<file path="config.mk">
export PLATFORM = sky130hd
export DESIGN_NAME = demux_stream
export DESIGN_NICKNAME = d
export VERILOG_FILES = /design/src/rtl/demux_stream.sv
export SDC_FILE = /design/constraint.sdc
export NUM_CORES = 1
export LEC_CHECK = 0
export CORE_ASPECT_RATIO = 0.75
export CORE_MARGIN = 2
export CORE_UTILIZATION = 40
export CTS_CLUSTER_DIAMETER = 100
export CTS_CLUSTER_SIZE = 16
export DETAILED_ROUTE_END_ITERATION = 7
export PLACE_DENSITY = 0.87
export SLEW_MARGIN = 20
export SYNTH_ARGS = -nofsm -noshare
export SYNTH_HDL_FRONTEND = slang
export SYNTH_SLANG_ARGS = --single-unit
</file>
<file path="constraint.sdc">
create_clock -name clk -period 2.1 [get_ports clk]
set_input_delay 0.42 -clock clk [delete_from_list [all_inputs] [get_ports clk]]
set_output_delay 0.42 -clock clk [all_outputs]
set_load 0.01 [all_outputs]
</file>
<file path="src/rtl/demux_stream.sv">
// -----------------------------------------------------------------------------
// demux_stream
//   Registered 1-to-N stream demultiplexer with valid/ready flow control.
//   Every accepted word is steered by in_sel into one of CHANNELS holding
//   registers, or written to all of them when Broadcast is set. Each lane
//   drains on its own out_ready, so one stalled destination does not hold up
//   words aimed at the others. Idle lanes always present zero data.
//
// Ports
//   clk         rising-edge clock
//   rst_n       asynchronous active-low reset
//   Enable      global accept enable (0 blocks new input, drain continues)
//   Broadcast   1 = accepted word is written to every lane
//   in_data     input word
//   in_sel      destination lane index
//   in_valid    input word present
//   in_ready    block accepts a word this cycle (combinational)
//   out_data    lane i data at bits [i*WIDTH +: WIDTH], zero when idle
//   out_valid   lane i holds a word
//   out_ready   downstream i consumes the held word
//   drop_count  saturating count of words discarded for an invalid select
//   sel_error   one-cycle pulse after a discarded word
// -----------------------------------------------------------------------------
module demux_stream #(
    parameter int WIDTH    = 4,
    parameter int CHANNELS = 4,
    parameter int SEL_W    = $clog2(CHANNELS)
) (
    input  logic                      clk,
    input  logic                      rst_n,
    input  logic                      Enable,
    input  logic                      Broadcast,
    input  logic [WIDTH-1:0]          in_data,
    input  logic [SEL_W-1:0]          in_sel,
    input  logic                      in_valid,
    output logic                      in_ready,
    output logic [CHANNELS*WIDTH-1:0] out_data,
    output logic [CHANNELS-1:0]       out_valid,
    input  logic [CHANNELS-1:0]       out_ready,
    output logic [7:0]                drop_count,
    output logic                      sel_error
);

    // One bit wider than in_sel so the bound compares cleanly even when
    // CHANNELS is a power of two (every select is then legal).
    localparam logic [SEL_W:0] CH_LIM = (SEL_W+1)'(CHANNELS);

    logic [CHANNELS-1:0] slot_free_s;
    logic [CHANNELS-1:0] load_s;
    logic [CHANNELS-1:0] valid_nxt_s;
    logic [CHANNELS-1:0] valid_r;
    logic [WIDTH-1:0]    data_nxt_s [CHANNELS];
    logic [WIDTH-1:0]    data_r     [CHANNELS];
    logic                sel_ok_s;
    logic                sel_free_s;
    logic                ready_s;
    logic                fire_s;
    logic                drop_s;
    logic [7:0]          drop_nxt_s;
    logic [7:0]          drop_r;
    logic                sel_error_r;

    // Slot availability and the accept decision; depends only on the select
    // controls and lane state, never on in_valid.
    always_comb begin
        slot_free_s = ~valid_r | out_ready;
        sel_ok_s    = ({1'b0, in_sel} < CH_LIM);
        sel_free_s  = 1'b0;
        for (int i = 0; i < CHANNELS; i++) begin
            sel_free_s = sel_free_s | ((in_sel == SEL_W'(i)) & slot_free_s[i]);
        end
        if (!Enable) begin
            ready_s = 1'b0;
        end else if (Broadcast) begin
            ready_s = &slot_free_s;
        end else if (sel_ok_s) begin
            ready_s = sel_free_s;
        end else begin
            // Out-of-range selects are always taken so they can be discarded.
            ready_s = 1'b1;
        end
        fire_s = in_valid & ready_s;
        drop_s = fire_s & ~Broadcast & ~sel_ok_s;
    end

    // Per-lane next state: a load wins over a same-cycle drain, which keeps
    // each lane at one word per cycle.
    always_comb begin
        for (int i = 0; i < CHANNELS; i++) begin
            load_s[i] = fire_s & (Broadcast | (sel_ok_s & (in_sel == SEL_W'(i))));
            if (load_s[i]) begin
                valid_nxt_s[i] = 1'b1;
                data_nxt_s[i]  = in_data;
            end else if (valid_r[i] && out_ready[i]) begin
                valid_nxt_s[i] = 1'b0;
                data_nxt_s[i]  = {WIDTH{1'b0}};
            end else begin
                valid_nxt_s[i] = valid_r[i];
                data_nxt_s[i]  = data_r[i];
            end
        end
    end

    // Saturating discard counter next value.
    always_comb begin
        if (drop_s && (drop_r != 8'hFF)) begin
            drop_nxt_s = drop_r + 8'd1;
        end else begin
            drop_nxt_s = drop_r;
        end
    end

    // State registers for lanes, discard counter and error pulse.
    always_ff @(posedge clk or negedge rst_n) begin
        if (!rst_n) begin
            valid_r     <= {CHANNELS{1'b0}};
            drop_r      <= 8'd0;
            sel_error_r <= 1'b0;
            for (int i = 0; i < CHANNELS; i++) begin
                data_r[i] <= {WIDTH{1'b0}};
            end
        end else begin
            valid_r     <= valid_nxt_s;
            drop_r      <= drop_nxt_s;
            sel_error_r <= drop_s;
            for (int i = 0; i < CHANNELS; i++) begin
                data_r[i] <= data_nxt_s[i];
            end
        end
    end

    genvar g;
    for (g = 0; g < CHANNELS; g++) begin : g_lane
        assign out_data[g*WIDTH +: WIDTH] = data_r[g];
    end

    assign in_ready   = ready_s;
    assign out_valid  = valid_r;
    assign drop_count = drop_r;
    assign sel_error  = sel_error_r;

endmodule

</file>
Yosys cells after proc, flatten, opt, wreduce, memory -nomap -nowiden
Cells that the tools add are included.
Cells by class
  equal/unequal tests: 3
  bitwise operators: 18
  reductions and logical operators: 10
  mux-type cells: 18
Operators with widths (number)
  $mux 4: 8
  $mux 1: 10
  $and 1x1->1: 9
  $reduce_bool 2->1: 4
  $or 1x1->1: 7
  $eq 2x2->1 const B: 2
  $logic_and 1x1->1: 4
  $not 4->4: 1
  $or 4x4->4: 1
  $reduce_and 4->1: 1
  $eq 2x1->1 const B: 1
  $logic_not 2->1: 1
Word-level totals
  flip-flop bits (word level): 20
  output and inout port bits: 30
  word-level logic and storage cells: 57

Longest topological paths before layout
Gate-level depths: netlist of run 1.
  word-level depth: 11
  mapped depth: 5
  depth with buffers taken out: 4

Worst setup path before layout of run 1
No wires, ideal clock.
  kind: input -> output
  start: input out_ready[3]
  end: output in_ready
  path buffers: 0
  required time: 1.680 ns
  data arrival time: 1.460 ns
  cell stages on the path: 3
  setup slack: 0.220 ns
  cell sequence: nand2b_2 mux4_2 o211a_1
On the way
  word-level cells in the longest chain between the ends: 5
  elaborated cells between the ends (all ways): 6
  classes of those cells: mux (2); bitwise (3); reduce/logical (1)
Ends and longest elaborated chain
  start, declared: RTL line 39  | input logic [CHANNELS-1:0] out_ready,
  $or 4x4->4 (*): RTL line 66  | slot_free_s = ~valid_r | out_ready;
  $and 1x1->1: RTL line 70  | sel_free_s = sel_free_s | ((in_sel == SEL_W'(i)) & slot_free_s[i]);
  $or 1x1->1: RTL line 70
  $mux 1 (*): RTL line 74  | end else if (Broadcast) begin
  $mux 1 (*): RTL line 72  | if (!Enable) begin
  end, declared: RTL line 36  | output logic in_ready,
Mark *: on every way between the ends. The rest lies on a longest branch, timed or not.

Final worst setup path of run 1
Ends and elaborated chain as after synthesis.

==> flow_summary.toml, run 1 <==
[outcome]
status = "finished clean"

[layout]
final_cell_mix = "clkdlybuf4s50_1, nand2_1, dfrtp_1"
antenna_cells = 0
drive_above_1_share_pct = 20.4
syn_to_final_growth_pct = 47.6
final_common_cell = "clkdlybuf4s50_1"
nets = 164

[power_and_ir_drop]
switchingPower_uw = 355
irDropWorstVdd_mv = 0.418
swShare_pct = 31.3
seqPwrFrac_pct = 45.5
p_per_area_nw_per_um2 = 727
power_frac_comb_pct = 38.8
clock_power_share_pct = 15.6
cellInternalPower_uw = 778
p_leak_uw = 0.000824

[run]
drv_cap = 0

[clocking]
clock_sinks = 20
cts_buffers = 3
clk_latency_ns = 0.30
cts_tree = "built"
htree_levels = 1
cts_root_buf = "clkbuf_4"
clkTransAtPathRegs_ns = 0.10
clockBufferDepth = 2

[placement]
pre_cts_slack_ns = -0.554
hpwl_um = 2050
gp_congestion = 0.775
io_buffers = 35

[floorplanning]
core.rowCount = 16
die_height_um = 48.5
ioPinCount = 45
die_area_um2 = 3070
start_util_pct = 41.2
core_um2 = 2560
die_x_um = 63.3

[grt]
antenna_found_initial = 0
grt_pass1_vias = 934
grt.overflow.total = 0
grtUsageTotal_pct = 18.3
grt_pass1_wl_um = 4300
grt_max_degree = 21

[sta]
rsz0062_at_grt = "yes"
setup_ws_ns = 0.0413
setup_viol = 0
fin_crit_ns = 2.06
whs_ns = 0.437
hold_violations = 0
clock_skew_ns = 0.00473
maxSlewViolCount = 0
fmax_mhz = 486
fin_crit_sh_pct = 98.0

[drt]
drc = 0
via_per_inst = 4.62
firstDrtPassIters = 4
wl_per_cell_um = 14.0
drt_wl_total_um = 2560
route.met3.wl_um = 137
drt_iter0_drc = 8
met1Wirelength_um = 1150
ant_nets = 0
routed.top_layer = "met4"
route.met2.wl_um = 1250
vias = 846

[logic_synthesis]
yosysWarningCount = 0
synthDistinctLibCells = 17
synth-seq-cells = 20
synth_cells = 96
ys_seq_area_share_pct = 47.4
syn_area_um2 = 1060
syn_area_per_cell_um2 = 11.0

[critical_path]
cp-start-kind = "primary input"
cp-end-kind = "primary output"
crit_fanout = 2
crit_arrival_ns = 1.64
worstSetupPathType = "primary input to primary output"
cp.required_ns = 1.68

[worst_hold_path]
holdCritPathClass = "primary input to async pin"
-- registers in the layout, summed over array words and instances (netlist names) --
| name | cells |
|---|---|
| out_data | 16 |
| out_valid | 4 |
-- final cells by class --
cell class,instances,area (um2)
clock buffer,3,22.5
sequential,20,500
inverter,5,18.8
timing repair buffer,50,458
fill,226,1000
tap,36,45.0
multi-input combinational,69,514
-- final timing paths --
path                                           from                      end  slack [ns]  cells after the start
max                                    out_ready[3]                 in_ready        0.04                      5
min                                           rst_n  out_data[7]$_DFFE_PN0P_        0.44                      2
max reg2reg                out_valid[2]$_DFFE_PN0P_  out_data[3]$_DFFE_PN0P_        0.23                      6
min reg2reg                 out_data[0]$_DFFE_PN0P_  out_data[0]$_DFFE_PN0P_        0.54                      2
max in group asynchronous                     rst_n  out_data[9]$_DFFE_PN0P_        1.46                      2
min in group clk            out_data[0]$_DFFE_PN0P_  out_data[0]$_DFFE_PN0P_        0.54                      2
-- what timing repair did --
| item | in CTS | in global routing |
|---|---|---|
| buffers inserted | 1 | 0 |
| hold buffers | 0 | 0 |
| endpoints found under the setup margin | 1 | 1 |
| pin swaps | 1 | 1 |
| resized for setup | 12 | 1 |
-- power groups by stage --
stage               sequential [uW]  combinational, uW  clock [uW]
CTS                             515                444         181
global placement                515                423           0
floorplan                       553                150           0
finish                          516                440         177
global route                    527                474         198
detailed placement              516                442           0
-- cell families after synthesis --
family | count (synthesis) | synth area share [%]
and+or+nand+nor | 33 | 14.3
AOI/OAI and AO/OA | 10 | 12.0
muxes | 17 | 17.3
DFF | 20 | 47.4
other | 1 | 0.355
buffers and inverters | 15 | 8.65
-- through the flow --
step           power [uW]  utilization [%]  cell area, um2  TNS [ns]  cells
2_1_floorplan         703                -            1090         0    104
3_3_place_gp          939             59.1            1510     -3.24    179
3_5_place_dp          957             59.1            1510     -4.76    179
4_1_cts              1140             60.6            1550         0    183
5_1_grt              1200             60.8            1560   -0.0146    183
6_report             1130             60.8            1560         0    183
-- synthesized netlist by cell type --
| library cell | instances | area, um2 |
|---|---|---|
| nand2_1 | 25 | 93.8 |
| dfrtp_1 | 20 | 500 |
| mux2i_1 | 16 | 160 |
| buf_4 | 9 | 67.6 |
| inv_1 | 5 | 18.8 |
| a21oi_1 | 4 | 20.0 |
| nand2b_1 | 4 | 25.0 |
| o211ai_4 | 4 | 85.1 |
| a41o_2 | 1 | 11.3 |
| clkbuf_2 | 1 | 5.00 |
| conb_1 | 1 | 3.75 |
| mux4_2 | 1 | 22.5 |
| nand2b_2 | 1 | 8.76 |
| nand2b_4 | 1 | 13.8 |
| nor2_1 | 1 | 3.75 |
| o211a_1 | 1 | 10.0 |
| or2_2 | 1 | 6.26 |
-- worst max-delay path, stage by stage --
cell	delay (ns)
dlygate4sd2_1	0.24
nand2b_4	0.14
mux4_2	0.48
o211a_1	0.24
buf_6	0.12
-- layer usage --
metal,track usage (%),up-vias
met2,31.1,35
met3,4.19,3
li1,-,406
met5,0,-
met4,5.43,0
met1,23.4,402
(Power assumes the default switching activity.)
==> run 2, diff against run 1 <==
Settings changed: CTS_CLUSTER_DIAMETER 100 to 80.
Clock period 2.1 ns to 2.6 ns, I/O delays scaled along.
==> run 2 against run 1 <==
Net effect: register-to-register slack gained 0.59 ns; first-iteration DRC count grew to 3.8 times the previous value; global-route usage shrank 1.1 points; setup slack gained 0.067 ns; non-clock buffer count shrank 6; combinational power shrank 23%; flip-flop and latch count is the same; sequential share of layout area grew 1.1 points; core utilization shrank 2.0 points; power shrank 17%; cell area shrank 3.3%; highest routed layer unchanged.
==> flow_summary.toml, run 2 (same netlist as run 1, synthesis figures left out) <==
[sta]
fin_crit_sh_pct = 95.8
max-slew-margin-rel_pct = 41.1
tightest_slew_ns = 0.881
fmax_mhz = 401
setup_viol = 0
maxSlewViolCount = 0
hold_violations = 0
clock_skew_ns = 0.00579
fin_crit_ns = 2.49
rsz0062_at_grt = "no"

[grt]
antenna_found_initial = 0
grt_pass1_vias = 879
grt_pass1_wl_um = 4060
grt.overflow.total = 0
grtUsageTotal_pct = 17.2
grt_max_degree = 21

[critical_path]
cp-start-kind = "primary input"
cp-end-kind = "primary output"
cp.required_ns = 2.08
cpPeakStageDelay_ns = 0.48
crit_fanout = 2
worstSetupPathType = "primary input to primary output"
path_cells = "clkdlybuf4s50_1 > nand2b_2 > mux4_2 > o211a_1 > clkbuf_2"
crit_arrival_ns = 1.97
slowest_stage = "mux4_2"

[worst_hold_path]
holdCritPathClass = "register to register"

[layout]
nets = 158
fin_util_pct = 58.8
drive_above_1_share_pct = 16.2
fin_area_um2 = 1510
regArea_um2 = 500
multiInputGateArea_um2 = 494
fill_cells = 228
antenna_cells = 0
largest_reg_flops = 16
syn_to_final_growth_pct = 42.8
final_cell_mix = "clkdlybuf4s50_1, nand2_1, dfrtp_1"
final_common_cell = "clkdlybuf4s50_1"

[floorplanning]
core.rowCount = 16
die_height_um = 48.5
core_um2 = 2560
start_util_pct = 41.2
die_x_um = 63.3
die_area_um2 = 3070
ioPinCount = 45

[run]
drv_cap = 0

[drt]
via_per_inst = 4.64
drt_wl_total_um = 2410
drc = 0
drt_iter0_drc = 30
firstDrtPassIters = 4
wl_per_cell_um = 13.5
vias = 826
ant_nets = 0

[clocking]
cts_root_buf = "clkbuf_4"
cts_tree = "built"
holdBufCountCts = 0
cts_buffers = 3
clock_sinks = 20
clk_latency_ns = 0.30
htree_levels = 1
clkTransAtPathRegs_ns = 0.11
cts_setup_buffers = 0
clockBufferDepth = 2

[placement]
place_area_um2 = 1480
gp_congestion = 0.788
io_buffers = 35
hpwl_um = 1830

[power_and_ir_drop]
p_leak_uw = 0.000777
irDropWorstVdd_mv = 0.369
p_per_area_nw_per_um2 = 620

[outcome]
status = "finished clean"
-- run 2: worst paths after layout --
kind                            slack, ns                        to                startpoint  depth (start not counted)
worst max-delay path                 0.11                  in_ready              out_ready[3]                          5
worst min-delay path                 0.54   out_data[8]$_DFFE_PN0P_   out_data[8]$_DFFE_PN0P_                          2
worst max register to register       0.82   out_data[6]$_DFFE_PN0P_  out_valid[1]$_DFFE_PN0P_                          5
worst min register to register       0.54   out_data[8]$_DFFE_PN0P_   out_data[8]$_DFFE_PN0P_                          2
max in group asynchronous            1.35  out_valid[2]$_DFFE_PN0P_                     rst_n                          1
min in group asynchronous            0.70   out_data[4]$_DFFE_PN0P_                     rst_n                          1
-- run 2: repair_timing --
action	CTS	global route
resized for setup	2	1
endpoints found under the setup margin	1	1
hold endpoints to repair	0	0
pin swaps	0	0
-- run 2: area by class of cell --
cell class,instances,area share (%)
tap,36,2.99
sequential,20,33.2
inverter,5,1.24
timing repair buffer,44,27.4
clock buffer,4,2.41
multi-input combinational,69,32.8
-- run 2: critical path: cells and delay by family --
| family | cells | cell delay (ns) |
|---|---|---|
| simple gates | 1 | 0.19 |
| mux | 1 | 0.48 |
| compound gates | 1 | 0.23 |
| buf+inv | 2 | 0.56 |
-- run 2: power breakdown --
group	switching, uW	leakage (uW)	internal, uW
Combinational	150	0.000500	189
Clock	95.4	0.0000210	85.4
Sequential	40.9	0.000256	375
Total	286	0.000777	649
-- run 2: metal layers --
layer  track usage (%)  wire (um)  vias to the layer above
met4              6.16         28                        0
met2              27.5       1040                       39
met3              4.42        178                        4
met5                 0          0                        -
met1              22.6       1160                      392
li1                  -          -                      391
-- run 2: per-stage QoR --
stage | cells | setup WS [ns] | hold WS (ns) | total power [uW] | TNS, ns
after floorplan | 104 | 0.520 | 0.224 | 568 | 0
after global routing | 178 | 0.0566 | 0.566 | 987 | 0
final | 178 | 0.108 | 0.536 | 935 | 0
after detailed placement | 174 | -0.229 | 0.525 | 761 | -0.229
after CTS | 178 | 0.0117 | 0.544 | 942 | 0
after global placement | 174 | -0.231 | 0.520 | 750 | -0.231
